File: config.mk
export PLATFORM = sky130hd
export DESIGN_NAME = pe_array_seq
export DESIGN_NICKNAME = d
export VERILOG_FILES = /design/src/rtl/pe_array_seq.sv
export SDC_FILE = /design/constraint.sdc
export NUM_CORES = 1
export LEC_CHECK = 0
export CAP_MARGIN = 20
export CORE_UTILIZATION = 45
export CTS_BUF_LIST = sky130_fd_sc_hd__clkbuf_8
export CTS_CLUSTER_SIZE = 12
export DETAILED_ROUTE_END_ITERATION = 12
export HOLD_SLACK_MARGIN = 0.15
export PLACE_DENSITY = 0.76
export SYNTH_ARGS = -nofsm -noshare
export SYNTH_HDL_FRONTEND = slang
export SYNTH_SLANG_ARGS = --single-unit
export TNS_END_PERCENT = 20
File: constraint.sdc
create_clock -name clock -period 5.8 [get_ports clock]
set_clock_uncertainty 0.2 [all_clocks]
set_input_delay 1.45 -clock clock [delete_from_list [all_inputs] [get_ports clock]]
set_output_delay 1.45 -clock clock [all_outputs]
set_load 0.05 [all_outputs]
File: src/rtl/pe_array_seq.sv
`default_nettype none
// ============================================================================
// Module : pe_array_seq
// Brief  : Job sequencer for an N_ROWS x N_COLS systolic PE array: weight load,
//          vector streaming, drain, and result-buffer write generation.
// Rev    : 1.0
// ============================================================================
module pe_array_seq #(
  parameter int N_ROWS = 8,
  parameter int N_COLS = 8,
  parameter int LEN_W  = 10
) (
  input  logic                      clock,
  input  logic                      reset,
  input  logic                      start,
  input  logic                      reuse_w,
  input  logic [LEN_W-1:0]          num_vec,
  output logic                      busy,
  output logic                      done,
  output logic                      w_rd_en,
  output logic [$clog2(N_ROWS)-1:0] w_rd_addr,
  output logic                      wwrite,
  output logic                      d_rd_en,
  output logic [LEN_W-1:0]          d_rd_addr,
  output logic                      active,
  output logic                      out_wr_en,
  output logic [LEN_W-1:0]          out_wr_addr
);

  localparam int AW       = $clog2(N_ROWS);
  localparam int PIPE_LAT = N_ROWS + N_COLS;
  localparam int CNT_W    = (LEN_W > $clog2(N_ROWS + 1)) ? LEN_W : $clog2(N_ROWS + 1);

  localparam logic [2:0] S_IDLE   = 3'd0;
  localparam logic [2:0] S_WLOAD  = 3'd1;
  localparam logic [2:0] S_STREAM = 3'd2;
  localparam logic [2:0] S_DRAIN  = 3'd3;
  localparam logic [2:0] S_DONE   = 3'd4;

  logic [2:0]          r_state;
  logic [2:0]          w_next;
  logic [CNT_W-1:0]    r_cnt;
  logic [LEN_W-1:0]    r_num_vec;
  logic [LEN_W-1:0]    r_out_addr;
  logic [PIPE_LAT-1:0] r_dly;
  logic                r_wwrite;
  logic                r_active;
  logic                w_wload_end;
  logic                w_stream_end;
  logic                w_last_wr;

  assign w_wload_end  = (r_cnt == CNT_W'(N_ROWS));
  assign w_stream_end = (r_cnt == CNT_W'(r_num_vec - LEN_W'(1)));
  assign w_last_wr    = r_dly[PIPE_LAT-1] && (r_out_addr == r_num_vec - LEN_W'(1));

  always_ff @(posedge clock) begin
    if (reset) r_state <= S_IDLE;
    else       r_state <= w_next;
  end

  always_comb begin
    w_next = r_state;
    case (r_state)
      S_IDLE: begin
        if (start) begin
          if (!reuse_w)           w_next = S_WLOAD;
          else if (num_vec != '0) w_next = S_STREAM;
          else                    w_next = S_DONE;
        end
      end
      S_WLOAD:  if (w_wload_end) w_next = (r_num_vec != '0) ? S_STREAM : S_DONE;
      S_STREAM: if (w_stream_end) w_next = S_DRAIN;
      S_DRAIN:  if (w_last_wr) w_next = S_DONE;
      S_DONE:   w_next = S_IDLE;
      default:  w_next = S_IDLE;
    endcase
  end

  always_comb begin
    busy      = (r_state != S_IDLE);
    done      = (r_state == S_DONE);
    w_rd_en   = (r_state == S_WLOAD) && (r_cnt < CNT_W'(N_ROWS));
    w_rd_addr = w_rd_en ? r_cnt[AW-1:0] : '0;
    d_rd_en   = (r_state == S_STREAM);
    d_rd_addr = d_rd_en ? r_cnt[LEN_W-1:0] : '0;
  end

  // Counter restarts on every state change so it doubles as the per-phase address.
  always_ff @(posedge clock) begin
    if (reset) begin
      r_cnt      <= '0;
      r_num_vec  <= '0;
      r_out_addr <= '0;
      r_dly      <= '0;
      r_wwrite   <= 1'b0;
      r_active   <= 1'b0;
    end else begin
      if ((r_state == S_IDLE) && start) r_num_vec <= num_vec;
      if (((r_state == S_WLOAD) || (r_state == S_STREAM)) && (w_next == r_state))
        r_cnt <= r_cnt + CNT_W'(1);
      else
        r_cnt <= '0;
      r_wwrite <= w_rd_en;
      r_active <= d_rd_en;
      r_dly    <= {r_dly[PIPE_LAT-2:0], d_rd_en};
      if (r_state == S_DONE)   r_out_addr <= '0;
      else if (r_dly[PIPE_LAT-1]) r_out_addr <= r_out_addr + LEN_W'(1);
    end
  end

  assign wwrite      = r_wwrite;
  assign active      = r_active;
  assign out_wr_en   = r_dly[PIPE_LAT-1];
  assign out_wr_addr = r_out_addr;

endmodule
`default_nettype wire

# Yosys cells after proc, flatten, opt, wreduce, memory -nomap -nowiden
# Index checks and enable logic that the tools add are counted.
[op_classes] eq_ne=8 mux=10 n_reduce_logical=11 n_div=0 mul=0 bitwise_logic=1 order_cmp=1 shift=0 add_sub_neg=3
[ops] cell="$mux 3" n=8
[ops] cell="$add 10x1->10 const B" n=2
[ops] cell="$eq 10x10->1" n=2
[ops] cell="$reduce_bool 10->1" n=2
[ops] cell="$pmux 3 s4" n=1
[ops] cell="$eq 10x4->1 const B" n=1
[ops] cell="$lt 10x4->1 const B" n=1
[ops] cell="$mux 10" n=1
[ops] cell="$sub 10x1->10 const B" n=1
[ops] cell="$eq 3x2->1 const B" n=2
[ops] cell="$logic_and 1x1->1" n=4
[ops] cell="$reduce_or 2->1" n=2
[ops] cell="$eq 3x1->1 const B" n=1
[ops] cell="$eq 3x3->1" n=1
[ops] cell="$eq 3x3->1 const B" n=1
[ops] cell="$logic_not 3->1" n=1
[ops] cell="$reduce_bool 3->1" n=1
[ops] cell="$logic_or 1x1->1" n=1
[ops] cell="$not 1->1" n=1
[word_totals] latch_bits=0 ramBits=0 ff_bits=51 n_memories=0 output_inout_bits=30 rom_bits=0

# Logic depth before layout (Yosys ltp)
# Gate-level depths: netlist of run 1.
[logic_depth] ltp_word=9 mapped_depth=9 mapped_depth_nobuf=8

# Least setup slack after synthesis of run 1
# Ideal clock, no wire load.
[synth_path] path_kind="register -> output" start="register r_cnt[5]" end="output w_rd_addr[0]" t_arrival_ns=3.098 slack_ns=1.052 stages_incl_launch_ff=6 n_path_buf=1 path_cell_list="dfxtp_1 clkbuf_1 nor4_1 nand3_1 nor4_1 and2_1"
[synth_via] elab_chain_len=3
[synth_rtl] element="start: declaration" line="42" rtl="logic [CNT_W-1:0] r_cnt;"
[synth_rtl] element="start signal: assignment" line="100" rtl="r_cnt <= r_cnt + CNT_W'(1);"
[synth_rtl] element="$lt 10x4->1" line="82" rtl="w_rd_en = (r_state == S_WLOAD) && (r_cnt < CNT_W'(N_ROWS));"
[synth_rtl] element="$logic_and 1x1->1" line="82"
[synth_rtl] element="via w_rd_en" line="20" rtl="output logic w_rd_en,"
[synth_rtl] element="$mux 3" line="83" rtl="w_rd_addr = w_rd_en ? r_cnt[AW-1:0] : '0;"
[synth_rtl] element="end: declaration" line="21" rtl="output logic [$clog2(N_ROWS)-1:0] w_rd_addr,"
# The timed path passes the listed nets, and every way through them passes these cells.

# Final worst setup path of run 1
[layout_path] start="register r_cnt[5]" end="output w_rd_addr[2]"
[layout_via] elab_chain_len=3
[layout_rtl] element="$lt 10x4->1" line="82"
[layout_rtl] element="$logic_and 1x1->1" line="82"
[layout_rtl] element="$mux 3" line="83"
# Every way passes these cells.

==> results of run 1 <==
through the flow:
step	worst slack (ns)	power (W)	hold slack, ns	instance area (µm²)	utilization (%)
2_1_floorplan	1.05	0.000482	0.214	2640	-
3_3_place_gp	1.87	0.000514	0.217	3070	55.1
3_5_place_dp	1.76	0.000515	0.227	3070	55.1
4_1_cts	1.41	0.000754	0.249	3180	57.1
5_1_grt	1.20	0.000782	0.260	3180	57.1
6_report	1.44	0.000750	0.246	3180	57.1
sequential cells by signal, summed over array words and instances, names as in the netlist:
name	flops
r_state	3
out_wr_addr	10
r_num_vec	10
r_dly	16
r_cnt	10
wwrite	1
synthesized netlist by cell type (all sizes together) (3+ instances only):
cell type,instances
dfxtp,50
nand2,37
nor2,26
a21oi,20
xnor2,19
nor2b,16
xor2,16
and2,15
clkbuf,13
nand3,12
inv,9
nor4,7
and3,6
buf,6
nand4,6
nor3,5
ha,4
o21ai,4
xnor3,4
mux2i,3
or3,3
metal layers:
metal	wire length (µm)	GRT usage, %
met2	2670	31.8
met4	108	9.26
met5	0	0
met1	2590	25.1
met3	348	4.07
power by group through the flow:
stage	combinational [W]	clock, W	sequential, W
after floorplan	0.000114	0	0.000367
after global placement	0.000140	0	0.000374
after detailed placement	0.000141	0	0.000375
after CTS	0.000143	0.000245	0.000366
after global routing	0.000155	0.000259	0.000369
final	0.000143	0.000240	0.000367
critical path, delay by kind of cell (launching register included):
kind	cells	cell delay, ns
buffers and inverters	1	0.81
AND/OR/NAND/NOR	4	1.19
flip-flops	1	0.40
cell families (layout without fill, tap and decap cells):
kind of cell             Yosys count  in the layout  synth area share [%]
AO/OA/AOI/OAI                     42             42                  10.6
XOR/XNOR                          39             39                  15.3
adder cells (fa/ha/maj)            4              4                  1.90
buffers and inverters             28             61                  4.75
flip-flops                        50             50                  38.0
multiplexers                       3              3                  1.14
AND/OR/NAND/NOR                  141            141                  28.3
layout make-up:
type	count	area [µm²]
flip-flops and latches	50	1000
clock buffers	5	68.8
clock inverters	3	41.3
repair buffers	44	438
fillers	519	2390
inverters	9	33.8
multi-input cells	229	1510
well taps	72	90.1
worst min-delay path by stage:
stage | from | to | slack [ns] | cells past startpoint
5_1_grt | r_dly[13]$_SDFF_PP0_ | r_dly[14]$_SDFF_PP0_ | 0.26 | 1
3_5_place_dp | r_dly[13]$_SDFF_PP0_ | r_dly[14]$_SDFF_PP0_ | 0.23 | 1
4_1_cts | r_dly[13]$_SDFF_PP0_ | r_dly[14]$_SDFF_PP0_ | 0.25 | 1
2_1_floorplan | r_dly[9]$_SDFF_PP0_ | r_dly[10]$_SDFF_PP0_ | 0.21 | 1
3_3_place_gp | r_dly[2]$_SDFF_PP0_ | r_dly[3]$_SDFF_PP0_ | 0.22 | 1
6_report | r_dly[14]$_SDFF_PP0_ | r_dly[15]$_SDFF_PP0_ | 0.25 | 1
==> flow_metrics.py, run 1 <==
metrics = {
    "outcome": {
        "status": "complete, no violations",
    },
    "setup_path": {
        "crit_top_cell": "nor4_1",
        "path_cells": "nor4_1 > nand3_1 > nor4_1 > and2_1 > clkdlybuf4s50_1",
        "r2r_start": "r_num_vec[0]$_SDFFE_PP0P_",
        "path_class": "reg -> out",
        "cpPeakStageDelay_ns": 0.81,
        "worst_r2r_path_depth": 8,
        "cp.arrival_ns": 2.71,
        "r2r_end": "r_state[0]$_SDFF_PP0_",
        "required_ns": 4.15,
        "reg2reg_slack_ns": 2.99,
        "cp-startpoint": "r_cnt[5]$_SDFF_PP0_",
        "start_kind": "flop",
        "endpoint_kind": "primary output",
        "critPathMaxFanout": 7,
        "endpoint": "w_rd_addr[2]",
        "slowest_stage": "clkdlybuf4s50_1",
    },
    "logic_synthesis": {
        "synth.area.top_cells": "dfxtp_1, xnor2_1, xor2_1, nand2_1, a21oi_1",
        "syn_avg_cell_area_um2": 8.59,
        "syn_area_um2": 2640,
        "ys_seq_area_share_pct": 38.0,
        "synthArstFlopShare_pct": 0,
        "netlist.top_cell.by_area": "dfxtp_1",
        "netlist.area_leader.share_pct": 38.0,
        "synth_cell_types": 50,
        "synth-edff-count": 0,
        "synthFlopType": "dfxtp_1",
        "synth_warnings": 0,
        "synth_nets": 325,
        "syn_inst": 307,
        "synth-seq-cells": 50,
    },
    "placed_design": {
        "io_buffers": 43,
        "placed_cells": 404,
        "finalWeightedCongestion": 0.897,
        "dpl.hpwl_mm": 4.21,
    },
    "power_and_ir_drop": {
        "intPower_w": 0.000542,
        "p_per_area_nw_per_um2": 236,
        "irDropWorstVdd_v": 0.000188,
        "switching_share_pct": 27.8,
        "leakage_nw": 1.17,
        "pwr-share-comb_pct": 19.1,
        "p_sw_w": 0.000209,
        "p_seq_share_pct": 48.9,
        "clockPowerShare_pct": 32.0,
    },
    "drt": {
        "dr_total_vias": 2191,
        "drtIter0Drc": 119,
        "drc": 0,
        "via_per_inst": 5.32,
        "postRouteAntennaNets": 0,
        "routed_wl_mm": 5.72,
        "wire_per_inst_um": 13.9,
        "drt_pass1_iterations": 4,
    },
    "global_route": {
        "grt_max_degree": 29,
        "grt_overflow": 0,
        "grt_pass1_vias": 2086,
        "grt_pass1_wl_mm": 9.59,
        "track_usage_pct": 19.7,
        "antenna_found_initial": 0,
    },
    "floorplan": {
        "num_rows": 27,
        "die_w_um": 78.5,
        "dieArea_um2": 6170,
        "start_util_pct": 47.3,
        "coreArea_um2": 5570,
        "dieHeight_um": 78.5,
        "ioPinCount": 44,
    },
    "final_layout": {
        "fin_nets": 357,
        "drive_gt1_share_pct": 5.00,
        "layout_common_cells": "dfxtp_1, clkdlybuf4s50_1, nand2_1, nor2_1, a21oi_1",
        "antenna_cells": 0,
        "mostFrequentLayoutCell": "dfxtp_1",
        "layout.cells.non_filler": 412,
        "syn_to_final_growth_pct": 20.7,
    },
    "timing": {
        "slew_headroom_pct": 34.6,
        "finalSetupViolCount": 0,
        "drv_slew": 0,
        "finalSetupTns_ns": 0,
        "fmax_mhz": 230,
        "worst_pin_slew_ns": 0.978,
        "fin_crit_ns": 4.36,
        "hold_viol_final": 0,
        "rsz0062_at_grt": "false",
        "period_share_pct": 75.1,
    },
    "clock_tree": {
        "h-tree-depth": 2,
        "numCtsBuffers": 5,
        "cts_tree": "done",
        "path_clk_slew_ns": 0.09,
        "clock-sinks": 50,
        "cts_hold_buf": 0,
        "cts_buffer_depth": 2,
        "post_cts_buffers": 0,
        "cts.repair.resized": 0,
        "insertion_delay_ns": 0.31,
        "clock-root-buffer": "clkbuf_8",
    },
    "job": {
        "maxCapViolCount": 0,
    },
    "hold_path": {
        "hold_class": "reg -> reg",
    },
}
No activity file was read; power rests on OpenSTA's default activity.
==> run 2, diff against run 1 <==
Clock period 5.8 ns to 4.4 ns, I/O delays scaled along.
==> run 2 against run 1 <==
  * Total power is 26% higher
  * Global-route usage is 0.24 points higher
  * Via count is 2.0% lower
  * Critical endpoint unchanged
  * Combinational power is 33% higher
  * Critical path type unchanged
  * Sequential cell count stayed put
  * Clock power is 14% higher
  * Critical path depth stayed put
  * Register-to-register slack worse by 1.3 ns
  * First-iteration DRC count is 21% lower
==> flow_metrics.py, run 2 (same netlist as run 1, synthesis figures left out) <==
metrics = {
    "drt": {
        "wire_per_inst_um": 13.5,
        "routed_wl_mm": 5.57,
        "drc": 0,
        "postRouteAntennaNets": 0,
        "dr_total_vias": 2148,
        "via_per_inst": 5.20,
        "drt_pass1_iterations": 4,
        "drtIter0Drc": 94,
    },
    "setup_path": {
        "path_class": "reg -> out",
        "path_cells": "nor4_1 > nand3_1 > nor4_1 > and2_1 > clkdlybuf4s50_1",
        "critPathMaxFanout": 6,
        "worst_r2r_path_depth": 8,
        "cpPeakStageDelay_ns": 0.80,
        "r2r_start": "r_num_vec[0]$_SDFFE_PP0P_",
        "crit_top_cell": "nor4_1",
        "cp.arrival_ns": 2.73,
        "slowest_stage": "clkdlybuf4s50_1",
        "endpoint_kind": "primary output",
        "required_ns": 3.10,
        "start_kind": "flop",
        "reg2reg_slack_ns": 1.68,
        "r2r_end": "r_state[0]$_SDFF_PP0_",
    },
    "clock_tree": {
        "numCtsBuffers": 5,
        "cts_tree": "done",
        "post_cts_buffers": 0,
        "insertion_delay_ns": 0.30,
        "cts.repair.resized": 0,
        "h-tree-depth": 2,
        "cts_buffer_depth": 2,
        "clock-sinks": 50,
        "clock-root-buffer": "clkbuf_8",
        "cts_hold_buf": 0,
        "path_clk_slew_ns": 0.09,
    },
    "floorplan": {
        "dieArea_um2": 6170,
        "die_w_um": 78.5,
        "coreArea_um2": 5570,
        "start_util_pct": 47.3,
        "num_rows": 27,
        "dieHeight_um": 78.5,
        "ioPinCount": 44,
    },
    "timing": {
        "worst_pin_slew_ns": 0.686,
        "hold_viol_final": 0,
        "finalSetupViolCount": 0,
        "slew_headroom_pct": 53.8,
        "drv_slew": 0,
        "period_share_pct": 91.5,
        "fin_crit_ns": 4.03,
        "fin_ws_ns": 0.374,
        "fmax_mhz": 248,
        "finalSetupTns_ns": 0,
        "rsz0062_at_grt": "false",
    },
    "global_route": {
        "grt_max_degree": 29,
        "grt_pass1_wl_mm": 9.59,
        "grt_overflow": 0,
        "track_usage_pct": 20.0,
        "grt_pass1_vias": 2030,
        "antenna_found_initial": 0,
    },
    "final_layout": {
        "layout_common_cells": "dfxtp_1, clkdlybuf4s50_1, nand2_1, nor2_1, a21oi_1",
        "drive_gt1_share_pct": 5.57,
        "regMostFlops": "r_dly",
        "fin_nets": 358,
        "mostFrequentLayoutCell": "dfxtp_1",
        "syn_to_final_growth_pct": 20.5,
        "largest_reg_flops": 16,
        "antenna_cells": 0,
    },
    "placed_design": {
        "place_ws_ns": 0.652,
        "finalWeightedCongestion": 0.887,
        "io_buffers": 43,
        "dpl.hpwl_mm": 4.17,
    },
    "outcome": {
        "status": "complete, no violations",
    },
    "power_and_ir_drop": {
        "irDropWorstVdd_v": 0.000148,
        "p_per_area_nw_per_um2": 299,
        "leakage_nw": 1.17,
    },
    "hold_path": {
        "whs_endpoint": "r_dly[14]$_SDFF_PP0_",
        "hold_class": "reg -> reg",
        "whs_path_depth": 1,
        "hold_path.startpoint": "r_dly[13]$_SDFF_PP0_",
    },
    "job": {
        "maxCapViolCount": 0,
    },
}
[run 2: cell count changes in the layout (fill, tap and decap cells not counted), sizes merged]
cell    change
buf         +1
bufinv      -1
clkbuf      +1
clkinv      +1
inv         -1
[run 2: worst max path at each step]
stage / from / cells after the start / endpoint
final: r_cnt[6]$_SDFF_PP0_ / 5 / w_rd_addr[2]
after global routing: r_cnt[5]$_SDFF_PP0_ / 5 / w_rd_addr[2]
after CTS: r_cnt[6]$_SDFF_PP0_ / 5 / w_rd_addr[2]
after detailed placement: r_cnt[6]$_SDFF_PP0_ / 5 / w_rd_addr[2]
after global placement: r_cnt[5]$_SDFF_PP0_ / 5 / w_rd_addr[1]
after floorplan: r_cnt[5]$_SDFF_PP0_ / 5 / w_rd_addr[0]
[run 2: per-stage QoR]
stage	util [%]	hold slack, ns	total power, W	std cells	area (µm²)
after floorplan	-	0.214	0.000635	307	2640
final	57.0	0.244	0.000948	413	3180
after detailed placement	55.3	0.221	0.000683	405	3080
after CTS	57.0	0.250	0.000954	413	3180
after global routing	57.0	0.259	0.000997	413	3180
after global placement	55.3	0.216	0.000681	405	3080
[run 2: layout make-up]
cell class / count / area (µm²)
Timing Repair Buffer: 45 / 445
Sequential cell: 50 / 1000
Clock buffer: 6 / 82.6
Clock inverter: 2 / 12.5
Inverter: 9 / 33.8
Fill cell: 521 / 2400
Multi-Input combinational cell: 229 / 1510
Tap cell: 72 / 90.1
[run 2: where the power goes]
part           switching, W  leakage [nW]  total, W  internal [W]
combinational      0.000106         0.717  0.000190     0.0000846
sequential        0.0000210         0.405  0.000484      0.000463
clock              0.000147        0.0472  0.000274      0.000126
[run 2: worst max-delay path, delay by kind of cell (launching register included)]
kind | cells | cell delay (ns)
DFF | 1 | 0.38
and+or+nand+nor | 4 | 1.24
buffers and inverters | 1 | 0.80
[run 2: layer usage]
metal	vias up	global-route usage [%]	part of all wire (%)
li1	1098	-	-
met5	-	0	0
met4	0	6.48	1.2
met2	47	33.2	46
met1	997	25.9	49
met3	6	3.72	4.1
